**src/rtl/pipeline_stall_ctrl.sv**
```systemverilog
// Stall/flush sequencer for a 5-stage MIPS pipeline: load-use and hi/lo interlocks,
// multi-cycle MDU sequencing, branch flushes and saturating performance counters.
module pipeline_stall_ctrl #(
    parameter int MDU_LATENCY = 4,
    parameter int CNT_W       = 16
) (
    input  logic             clk,
    input  logic             reset,
    input  logic [4:0]       id_rs,
    input  logic [4:0]       id_rt,
    input  logic             id_uses_rt,
    input  logic             id_mdu_op,
    input  logic             id_reads_hilo,
    input  logic             ex_mem_read,
    input  logic [4:0]       ex_rt,
    input  logic             ex_branch_taken,
    output logic             pc_write,
    output logic             ifid_write,
    output logic             ifid_flush,
    output logic             idex_bubble,
    output logic             mdu_start,
    output logic             mdu_busy,
    output logic [CNT_W-1:0] stall_cycles,
    output logic [CNT_W-1:0] flush_count
);

    typedef enum logic {
        IDLE    = 1'b0,
        MDU_RUN = 1'b1
    } state_t;

    localparam logic [3:0]       LAT_LOAD = 4'(MDU_LATENCY);
    localparam logic [CNT_W-1:0] CNT_MAX  = {CNT_W{1'b1}};

    state_t     state_q, state_d;
    logic [3:0] cnt_q, cnt_d;

    logic load_use;
    logic hilo_haz;

    // Index 0 counts stalled cycles, index 1 counts front-end flushes.
    logic [CNT_W-1:0] perf_q [2];
    logic [CNT_W-1:0] perf_d [2];
    logic [1:0]       perf_inc;

    always_comb begin
        load_use = ex_mem_read && (ex_rt != 5'd0) &&
                   ((ex_rt == id_rs) || (id_uses_rt && (ex_rt == id_rt)));
        hilo_haz = (state_q == MDU_RUN) && (id_mdu_op || id_reads_hilo);
    end

    // Front-end control; a taken branch kills the ID instruction, so its hazards are moot.
    always_comb begin
        pc_write    = 1'b1;
        ifid_write  = 1'b1;
        ifid_flush  = 1'b0;
        idex_bubble = 1'b0;
        mdu_start   = 1'b0;
        mdu_busy    = 1'b0;
        if (reset) begin
            pc_write    = 1'b0;
            ifid_write  = 1'b0;
            ifid_flush  = 1'b1;
            idex_bubble = 1'b1;
        end else begin
            mdu_busy = (state_q == MDU_RUN);
            if (ex_branch_taken) begin
                ifid_flush  = 1'b1;
                idex_bubble = 1'b1;
            end else if (load_use || hilo_haz) begin
                pc_write    = 1'b0;
                ifid_write  = 1'b0;
                idex_bubble = 1'b1;
            end else begin
                mdu_start = id_mdu_op && (state_q == IDLE);
            end
        end
    end

    always_comb begin
        state_d = state_q;
        cnt_d   = cnt_q;
        case (state_q)
            IDLE: begin
                if (mdu_start) begin
                    state_d = MDU_RUN;
                    cnt_d   = LAT_LOAD;
                end
            end
            MDU_RUN: begin
                if (cnt_q <= 4'd1) begin
                    state_d = IDLE;
                    cnt_d   = 4'd0;
                end else begin
                    cnt_d = cnt_q - 4'd1;
                end
            end
            default: begin
                state_d = IDLE;
                cnt_d   = 4'd0;
            end
        endcase
    end

    always_ff @(posedge clk) begin
        if (reset) begin
            state_q <= IDLE;
            cnt_q   <= 4'd0;
        end else begin
            state_q <= state_d;
            cnt_q   <= cnt_d;
        end
    end

    always_comb begin
        perf_inc[0] = ~pc_write;
        perf_inc[1] = ifid_flush;
    end

    generate
        for (genvar gi = 0; gi < 2; gi++) begin : g_perf
            always_comb begin
                perf_d[gi] = perf_q[gi];
                if (perf_inc[gi] && (perf_q[gi] != CNT_MAX)) begin
                    perf_d[gi] = perf_q[gi] + 1'b1;
                end
            end

            always_ff @(posedge clk) begin
                if (reset) begin
                    perf_q[gi] <= '0;
                end else begin
                    perf_q[gi] <= perf_d[gi];
                end
            end
        end
    endgenerate

    assign stall_cycles = perf_q[0];
    assign flush_count  = perf_q[1];

endmodule

```
**config.mk**
```make
export PLATFORM = sky130hd
export DESIGN_NAME = pipeline_stall_ctrl
export DESIGN_NICKNAME = d
export VERILOG_FILES = /design/src/rtl/pipeline_stall_ctrl.sv
export SDC_FILE = /design/constraint.sdc
export NUM_CORES = 1
export LEC_CHECK = 0
export CORE_MARGIN = 2
export CORE_UTILIZATION = 47
export CTS_CLUSTER_DIAMETER = 40
export DETAILED_ROUTE_END_ITERATION = 7
export GPL_ROUTABILITY_DRIVEN = 0
export PLACE_DENSITY = 0.79
export SYNTH_ARGS = -nofsm -noshare
export SYNTH_HDL_FRONTEND = slang
export SYNTH_SLANG_ARGS = --single-unit
```
**constraint.sdc**
```tcl
create_clock -name clk -period 3.7 [get_ports clk]
set_clock_uncertainty 0.05 [all_clocks]
set_input_delay 1.11 -clock clk [delete_from_list [all_inputs] [get_ports clk]]
set_output_delay 1.11 -clock clk [all_outputs]
set_load 0.005 [all_outputs]
```
==> impl_metrics.json, run 1 <==
{
  "outcome": "finished clean",
  "yosysTopAreaCellShare_pct": 36.0,
  "cts.sinks": 37,
  "syn-num-nets": 272,
  "r2r_slack_ps": 1480,
  "synth.area.top_cells": "dfxtp_1 36%, xnor2_1 7.7%, a21oi_1 5.1%",
  "yosysMostFrequentCell": "dfxtp_1",
  "cts_tree": "yes",
  "worst_slack_ps": 59.9,
  "finalCritPeriodShare_pct": 98.4,
  "critical_path_arrival_ps": 2480,
  "min-delay-path-class": "reg2reg",
  "wire_per_inst_microns": 14.2,
  "worstPathRequired_ps": 2540,
  "critical_path_class": "in2out",
  "slew_violations": 0,
  "vdd_drop_max_v": 0.000308,
  "dp_hpwl_microns": 3800,
  "cts-root-buf": "clkbuf_8",
  "synth_area_per_cell_sq_um": 8.36,
  "synth_edf_count": 0,
  "clk_pin_slew_worst_paths_ps": 70,
  "firstDrtPassIters": 4,
  "route.detailed.drc": 0,
  "htree_levels": 2,
  "yosysUniqueCellTypes": 50,
  "yosys_register_bits": 37,
  "design_area_sq_um": 2970,
  "area_growth_pct": 44.4,
  "crit_chain": "dlygate4sd2_1, buf_4, xnor2_2, nand3_2, o22ai_2, nand2_2, a21oi_2, nor2_1, buf_2",
  "powerDensity_nw_per_um2": 318,
  "synth_cells": 246,
  "worstMarginPinSlew_ps": 677,
  "cp_max_fo": 3,
  "nets": 350,
  "die_w_microns": 70.2,
  "p_total_w": 0.000945,
  "die_h_microns": 70.2,
  "async_reset_ff_share_pct": 0,
  "vias": 2121,
  "pre_cts_ws_ps": -603,
  "numPortBuffers": 59,
  "crit_path_top_delay_cell": "dlygate4sd2_1",
  "fp.dieArea_sq_um": 4920,
  "hold_violations": 0,
  "diodes": 0,
  "end_kind": "output pin",
  "grt_max_degree": 38,
  "hold_depth": 2,
  "antenna_found_initial": 0,
  "routed_wl_microns": 5350,
  "rows": 24,
  "ant_nets": 0,
  "grt_util_all_layers_pct": 22.3,
  "power.leakage_nw": 1.11,
  "cap_viol_max_count": 0,
  "drive_gt1_share_pct": 18.5,
  "grt_pass1_wl_microns": 8910,
  "io_pins": 60,
  "worstSetupStartpointType": "input pin",
  "hold_path_startpoint": "perf_q[1][1]",
  "clock_path_buffers": 2,
  "reg2regPathDepth": 8,
  "vias_per_cell": 5.63,
  "clk_latency_ps": 300,
  "slew_headroom_pct": 54.7,
  "fmax_ghz": 0.275,
  "ys_warn_count": 0,
  "cpPeakStageDelay_ps": 250,
  "place_area_sq_um": 2790,
  "coreArea_sq_um": 4290,
  "worstReg2RegStart": "state_q",
  "grt_pass1_vias": 2020,
  "hold_end": "perf_q[1][1]",
  "grt_overflow": 0,
  "syn_area_sq_um": 2060,
  "yosysSeqAreaShare_pct": 36.0,
  "synthTopCellsByCount": "37 x dfxtp_1, 26 x nor2_1, 21 x a21oi_1",
  "start_util_pct": 47.9,
  "yosysTopAreaCell": "dfxtp_1",
  "synth_ff_type": "dfxtp_1",
  "r2r-end": "perf_q[0][10]",
  "drtIter0Drc": 143,
  "finalSetupViolCount": 0,
  "cts_made_buffers": 5,
  "min_period_ps": 3640,
  "hold_buffers": 0
}
==> worst max path at each step <==
stage / start / endpoint / slack, ps / cells past startpoint
2_1_floorplan: ex_rt[1] / pc_write / 230 / 7
3_3_place_gp: ex_rt[2] / mdu_start / -560 / 7
3_5_place_dp: ex_rt[1] / ifid_write / -600 / 8
4_1_cts: ex_rt[2] / mdu_start / 0.6 / 7
5_1_grt: ex_rt[1] / ifid_write / -20 / 9
6_report: ex_rt[1] / ifid_write / 60 / 9
==> state kept, by name, indices dropped and copies added, names as in the netlist <==
signal   flops
perf_q      32
cnt_q        4
state_q      1
==> kinds of logic after synthesis <==
logic type | Yosys count | synth area share [%]
AO/OA/AOI/OAI | 52 | 15.2
XOR/XNOR | 23 | 9.79
buffers and inverters | 16 | 4.26
flip-flops | 37 | 36.0
multiplexers | 2 | 1.03
AND/OR/NAND/NOR | 112 | 31.3
adder cells (fa/ha/maj) | 4 | 2.43
==> what timing repair did <==
action,in CTS,in global routing
resized for setup,30,13
setup buffers,2,0
endpoints found under the setup margin,4,4
pin swaps,8,14
endpoints found under the hold margin,0,0
==> layout make-up <==
type / instances / area, sq um
multi-input combinational: 193 / 1270
inverter: 8 / 30.0
timing repair buffer: 79 / 732
fill: 351 / 1320
sequential: 37 / 741
clock buffer: 5 / 68.8
tap: 52 / 65.1
clock inverter: 3 / 65.1
==> critical path: cells and delay by family <==
kind | cells | cell delay (ps)
buffers and inverters | 3 | 530
AND/OR/NAND/NOR | 3 | 280
XOR/XNOR | 1 | 160
AO/OA/AOI/OAI | 2 | 400
==> stage by stage <==
stage	utilization (%)	setup TNS [ps]	std cells	hold WS [ps]
global route	69.2	-41.0	377	485
CTS	68.1	0	377	450
global placement	65.0	-2190	367	427
detailed placement	65.0	-2340	367	439
finish	69.2	0	377	452
floorplan	-	0	246	427
==> power breakdown <==
| part | total, W | switching, W | internal [W] |
|---|---|---|---|
| logic | 0.000113 | 0.0000506 | 0.0000621 |
| clock network | 0.000421 | 0.000153 | 0.000268 |
| registers | 0.000411 | 0.00000694 | 0.000404 |
| total | 0.000945 | 0.000211 | 0.000734 |
==> metal layers <==
layer  GRT usage (%)  part of all wire [%]  vias to the layer above
met1            26.5                    42                     1020
met4            4.27                  0.60                        0
met5               0                     0                        -
met3            6.20                   5.7                        4
met2            40.1                    52                       52
li1                -                     -                     1045
==> placed cells by master (no fill, tap or decap), types with 3 or more instances in the layout <==
cell	instances
clkdlybuf4s50_1	43
nand3_1	16
clkbuf_8	5
xor2_1	5
xnor2_1	16
or3_2	7
nand4_1	5
nand2b_1	3
o31ai_1	4
o21ai_0	14
nor2_1	26
buf_4	20
ha_1	4
buf_2	5
dfxtp_1	37
or3_1	4
dlymetal6s2s_1	7
nand2_1	17
nor3_1	4
nor2b_1	3
inv_1	6
or4_2	3
and3_1	5
a21oi_1	20
Note: power is estimated with default switching activity, not from simulation.
==> run 2: changes to the inputs <==
--- a/config.mk
+++ b/config.mk
@@ -5,11 +5,12 @@
 export SDC_FILE = /design/constraint.sdc
 export NUM_CORES = 1
 export LEC_CHECK = 0
-export CORE_MARGIN = 2
+export CORE_MARGIN = 5
 export CORE_UTILIZATION = 47
 export CTS_CLUSTER_DIAMETER = 40
 export DETAILED_ROUTE_END_ITERATION = 7
 export GPL_ROUTABILITY_DRIVEN = 0
+export GPL_TIMING_DRIVEN = 0
 export PLACE_DENSITY = 0.79
 export SYNTH_ARGS = -nofsm -noshare
 export SYNTH_HDL_FRONTEND = slang
==> impl_metrics.json, run 2 (synthesis gave the netlist of run 1 again) <==
{
  "outcome": "finished clean",
  "grt_util_all_layers_pct": 19.1,
  "vias_per_cell": 5.56,
  "worstReg2RegStart": "perf_q[0][6]",
  "dr_wl_met2_microns": 2760,
  "grt_max_degree": 11,
  "top_register": "perf_q",
  "rows": 24,
  "critical_path_class": "in2out",
  "pre_cts_ws_ps": -931,
  "design_area_sq_um": 2830,
  "power.share.sequential_pct": 51.3,
  "worstPathRequired_ps": 2540,
  "slew_headroom_pct": 56.8,
  "clock_path_buffers": 2,
  "numPortBuffers": 58,
  "worstMarginPinSlew_ps": 646,
  "route.detailed.drc": 0,
  "fp.dieArea_sq_um": 5800,
  "start_util_pct": 47.9,
  "htree_levels": 2,
  "diodes": 0,
  "die_w_microns": 76.2,
  "p_total_w": 0.000801,
  "worst_slack_ps": 35.8,
  "cp_common_cell": "buf_2",
  "hold_path_startpoint": "perf_q[1][1]",
  "clk_latency_ps": 290,
  "coreArea_sq_um": 4290,
  "io_pins": 60,
  "place_area_sq_um": 2700,
  "firstDrtPassIters": 4,
  "clkPwrFrac_pct": 35.6,
  "drtIter0Drc": 94,
  "met1Wirelength_microns": 2440,
  "antenna_found_initial": 0,
  "cap_viol_max_count": 0,
  "nets": 341,
  "combPwrFrac_pct": 13.1,
  "cts_made_buffers": 5,
  "hold_violations": 0,
  "min-delay-path-class": "reg2reg",
  "end_kind": "output pin",
  "final_cell_mix": "38 x clkdlybuf4s50_1, 37 x dfxtp_1, 24 x nor2_1, 20 x a21oi_1, 18 x xnor2_1",
  "hold_buffers": 0,
  "p_int_w": 0.000606,
  "drive_gt1_share_pct": 15.2,
  "area_growth_pct": 37.6,
  "placedCellCount": 356,
  "routed_wl_microns": 5550,
  "die_h_microns": 76.2,
  "min_period_ps": 3660,
  "powerDensity_nw_per_um2": 283,
  "cts-root-buf": "clkbuf_8",
  "worstSetupStartpointType": "input pin",
  "clk_pin_slew_worst_paths_ps": 70,
  "cp_max_fo": 3,
  "critical_path_arrival_ps": 2500,
  "dp_hpwl_microns": 3990,
  "dr.max_layer_used": "met4",
  "finalCritPeriodShare_pct": 99.0,
  "worstSetupStartpoint": "ex_rt[1]",
  "finalSetupViolCount": 0,
  "cts_tree": "yes",
  "final_common_cell": "clkdlybuf4s50_1",
  "wire_per_inst_microns": 15.1,
  "swShare_pct": 24.4,
  "crit_path_top_delay_cell": "or4_4",
  "cts.sinks": 37,
  "fmax_ghz": 0.273,
  "largest_reg_flops": 32,
  "grt_overflow": 0,
  "reg.largest.list": "perf_q x32, cnt_q x4, state_q x1",
  "grt_pass1_vias": 2070,
  "vdd_drop_max_v": 0.000162,
  "crit_chain": "buf_2, or4_4, o21ai_4, inv_2, a211o_1, inv_1, buf_2",
  "instances_no_fill": 367,
  "vias": 2039,
  "power.leakage_nw": 1.03,
  "rsz0062_at_grt": "no",
  "dr_wl_met3_microns": 269,
  "p_sw_w": 0.000195,
  "slew_violations": 0,
  "ant_nets": 0,
  "grt_pass1_wl_microns": 9380,
  "cpPeakStageDelay_ps": 550
}
run 2: cell types whose count changed in the layout (fill, tap and decap cells not counted), sizes merged:
cell           delta
buf              -10
bufinv            -2
clkbuf            +7
clkdlybuf4s15     -2
clkdlybuf4s50     -5
clkinv            -1
dlygate4sd2       +3
run 2: repair_timing:
action                                  CTS  global route
setup buffers                             5             0
endpoints found under the setup margin    6             3
gates resized for setup                  50             8
cloned                                    0             0
pin swaps                                11            15
run 2: power groups by stage:
stage          combinational [W]  clock [W]  sequential (W)
5_1_grt                 0.000116   0.000302        0.000412
6_report                0.000105   0.000285        0.000411
4_1_cts                 0.000107   0.000292        0.000411
2_1_floorplan          0.0000494          0        0.000419
3_5_place_dp            0.000103          0        0.000420
3_3_place_gp            0.000102          0        0.000420
run 2: area by class of cell:
| class | count | area (sq um) |
|---|---|---|
| clock buffers | 7 | 86.3 |
| fillers | 380 | 1460 |
| inverters | 8 | 30.0 |
| plain buffers | 7 | 57.6 |
| repair buffers | 63 | 589 |
| well taps | 52 | 65.1 |
| multi-input cells | 193 | 1260 |
| flip-flops and latches | 37 | 741 |
run 2: final timing paths:
check	endpoint	slack, ps	depth (start not counted)
setup / recovery	mdu_start	40	7
hold / removal	perf_q[1][1]	460	2
setup reg to reg	perf_q[0][13]	1410	8
hold reg to reg	perf_q[1][1]	460	2
run 2: through the flow:
stage               utilization, %  setup TNS [ps]  hold slack (ps)
floorplan                        -               0              427
global route                  65.9               0              485
global placement              62.9           -3300              432
CTS                           65.8           -47.6              462
detailed placement            62.9           -3410              451
finish                        65.9               0              455
run 2: worst max-delay path: cells and delay by family:
family | cells | cell delay (ps)
compound gates | 2 | 470
buf+inv | 4 | 380
simple gates | 1 | 550
run 2: layer usage:
| metal | global-route usage [%] | vias up |
|---|---|---|
| li1 | - | 1017 |
| met4 | 7.34 | 0 |
| met1 | 22.9 | 959 |
| met2 | 32.5 | 54 |
| met5 | 0 | - |
| met3 | 4.85 | 9 |
==> run 3: changes to the inputs <==
--- a/config.mk
+++ b/config.mk
@@ -11,7 +11,7 @@
 export DETAILED_ROUTE_END_ITERATION = 7
 export GPL_ROUTABILITY_DRIVEN = 0
 export GPL_TIMING_DRIVEN = 0
-export PLACE_DENSITY = 0.79
+export PLACE_DENSITY_LB_ADDON = 0.15
 export SYNTH_ARGS = -nofsm -noshare
 export SYNTH_HDL_FRONTEND = slang
 export SYNTH_SLANG_ARGS = --single-unit
==> impl_metrics.json, run 3 (synthesis gave the netlist of run 1 again) <==
{
  "grt_overflow": 0,
  "worstSetupStartpoint": "ex_rt[2]",
  "grt_pass1_wl_microns": 9100,
  "fp.dieArea_sq_um": 5800,
  "outcome": "finished clean",
  "pre_cts_ws_ps": -902,
  "firstDrtPassIters": 4,
  "cts_made_buffers": 5,
  "cts.sinks": 37,
  "crit_chain": "buf_4, or4_4, o21ai_4, inv_2, a211o_1, inv_2, buf_6",
  "vdd_drop_max_v": 0.000278,
  "worstMarginPinSlew_ps": 652,
  "vias_per_cell": 5.49,
  "final_common_cell": "clkdlybuf4s50_1",
  "fin_setup_tns_ps": 0,
  "ant_nets": 0,
  "worstPathRequired_ps": 2540,
  "rows": 24,
  "finalSetupViolCount": 0,
  "dp_hpwl_microns": 3880,
  "cp_max_fo": 3,
  "grt_util_all_layers_pct": 18.6,
  "coreArea_sq_um": 4290,
  "die_w_microns": 76.2,
  "diodes": 0,
  "cts-root-buf": "clkbuf_8",
  "final_cell_mix": "38 x clkdlybuf4s50_1, 37 x dfxtp_1, 24 x nor2_1, 20 x a21oi_1, 18 x xnor2_1",
  "critical_path_arrival_ps": 2480,
  "crit_path_top_delay_cell": "or4_4",
  "clk_pin_slew_worst_paths_ps": 70,
  "placedCellCount": 356,
  "slew_violations": 0,
  "finalCritPeriodShare_pct": 98.5,
  "hold_violations": 0,
  "die_h_microns": 76.2,
  "route.detailed.drc": 0,
  "cts_tree": "yes",
  "worst_slack_ps": 55.1,
  "cp_common_cell": "inv_2",
  "worstSetupStartpointType": "input pin",
  "area_growth_pct": 38.1,
  "cpPeakStageDelay_ps": 540,
  "min_period_ps": 3640,
  "instances_no_fill": 368,
  "drtIter0Drc": 88,
  "start_util_pct": 47.9,
  "wire_per_inst_microns": 14.2,
  "nets": 341,
  "htree_levels": 2,
  "io_pins": 60,
  "reg.largest.list": "perf_q x32, cnt_q x4, state_q x1",
  "clock_path_buffers": 2,
  "vias": 2019,
  "fin_util_pct": 66.2,
  "drive_gt1_share_pct": 16.1,
  "min-delay-path-class": "reg2reg",
  "fillCellCount": 384,
  "antenna_found_initial": 0,
  "largest_reg_flops": 32,
  "top_register": "perf_q",
  "fmax_ghz": 0.274,
  "hold_path_startpoint": "perf_q[1][1]",
  "hold_ws_ps": 461,
  "rsz0062_at_grt": "yes",
  "numPortBuffers": 58,
  "cap_viol_max_count": 0,
  "worstReg2RegStart": "perf_q[0][6]",
  "critical_path_class": "in2out",
  "power.leakage_nw": 1.01,
  "slew_headroom_pct": 56.4,
  "clk_latency_ps": 290,
  "grt_pass1_vias": 1931,
  "grt_max_degree": 12,
  "end_kind": "output pin",
  "powerDensity_nw_per_um2": 292,
  "routed_wl_microns": 5230
}
## run 3: critical path: cells and delay by family
kind,cells,cell delay (ps)
buffers and inverters,4,350
AOI/OAI and AO/OA,2,490
and+or+nand+nor,1,540
## run 3: area by class of cell
class | count | area [sq um] | area share, %
clock inverters | 1 | 5.00 | 0.176
inverters | 8 | 30.0 | 1.06
flip-flops and latches | 37 | 741 | 26.1
plain buffers | 8 | 71.3 | 2.51
repair buffers | 62 | 572 | 20.1
multi-input cells | 193 | 1260 | 44.4
well taps | 52 | 65.1 | 2.29
clock buffers | 7 | 96.3 | 3.39
## run 3: worst paths after layout
check | to | slack, ps | cells after the start
worst max-delay path | mdu_start | 60 | 7
worst min-delay path | perf_q[1][1] | 460 | 2
worst max register to register | perf_q[0][0] | 1450 | 8
worst min register to register | perf_q[1][1] | 460 | 2
## run 3: report_power, final
part | switching [W] | internal [W]
sequential | 0.00000674 | 0.000404
clock | 0.000144 | 0.000168
combinational | 0.0000505 | 0.0000546
## run 3: layer usage
metal / track usage (%) / routed length [microns] / share of wire [%]
met5: 0 / 0 / 0
met3: 4.37 / 226 / 4.3
met1: 23.5 / 2320 / 44
met4: 7.34 / 93 / 1.8
met2: 30.5 / 2590 / 50
## run 3: through the flow
| step | area, sq um | power (W) |
|---|---|---|
| after global placement | 2700 | 0.000522 |
| after floorplan | 2060 | 0.000469 |
| after CTS | 2850 | 0.000836 |
| final | 2840 | 0.000828 |
| after detailed placement | 2700 | 0.000523 |
| after global routing | 2840 | 0.000864 |
## run 3: repair_timing
action,in CTS,in global routing
gates resized for setup,53,9
hold buffers,0,0
setup buffers,4,0
endpoints found under the setup margin,6,4
pin swaps,17,11
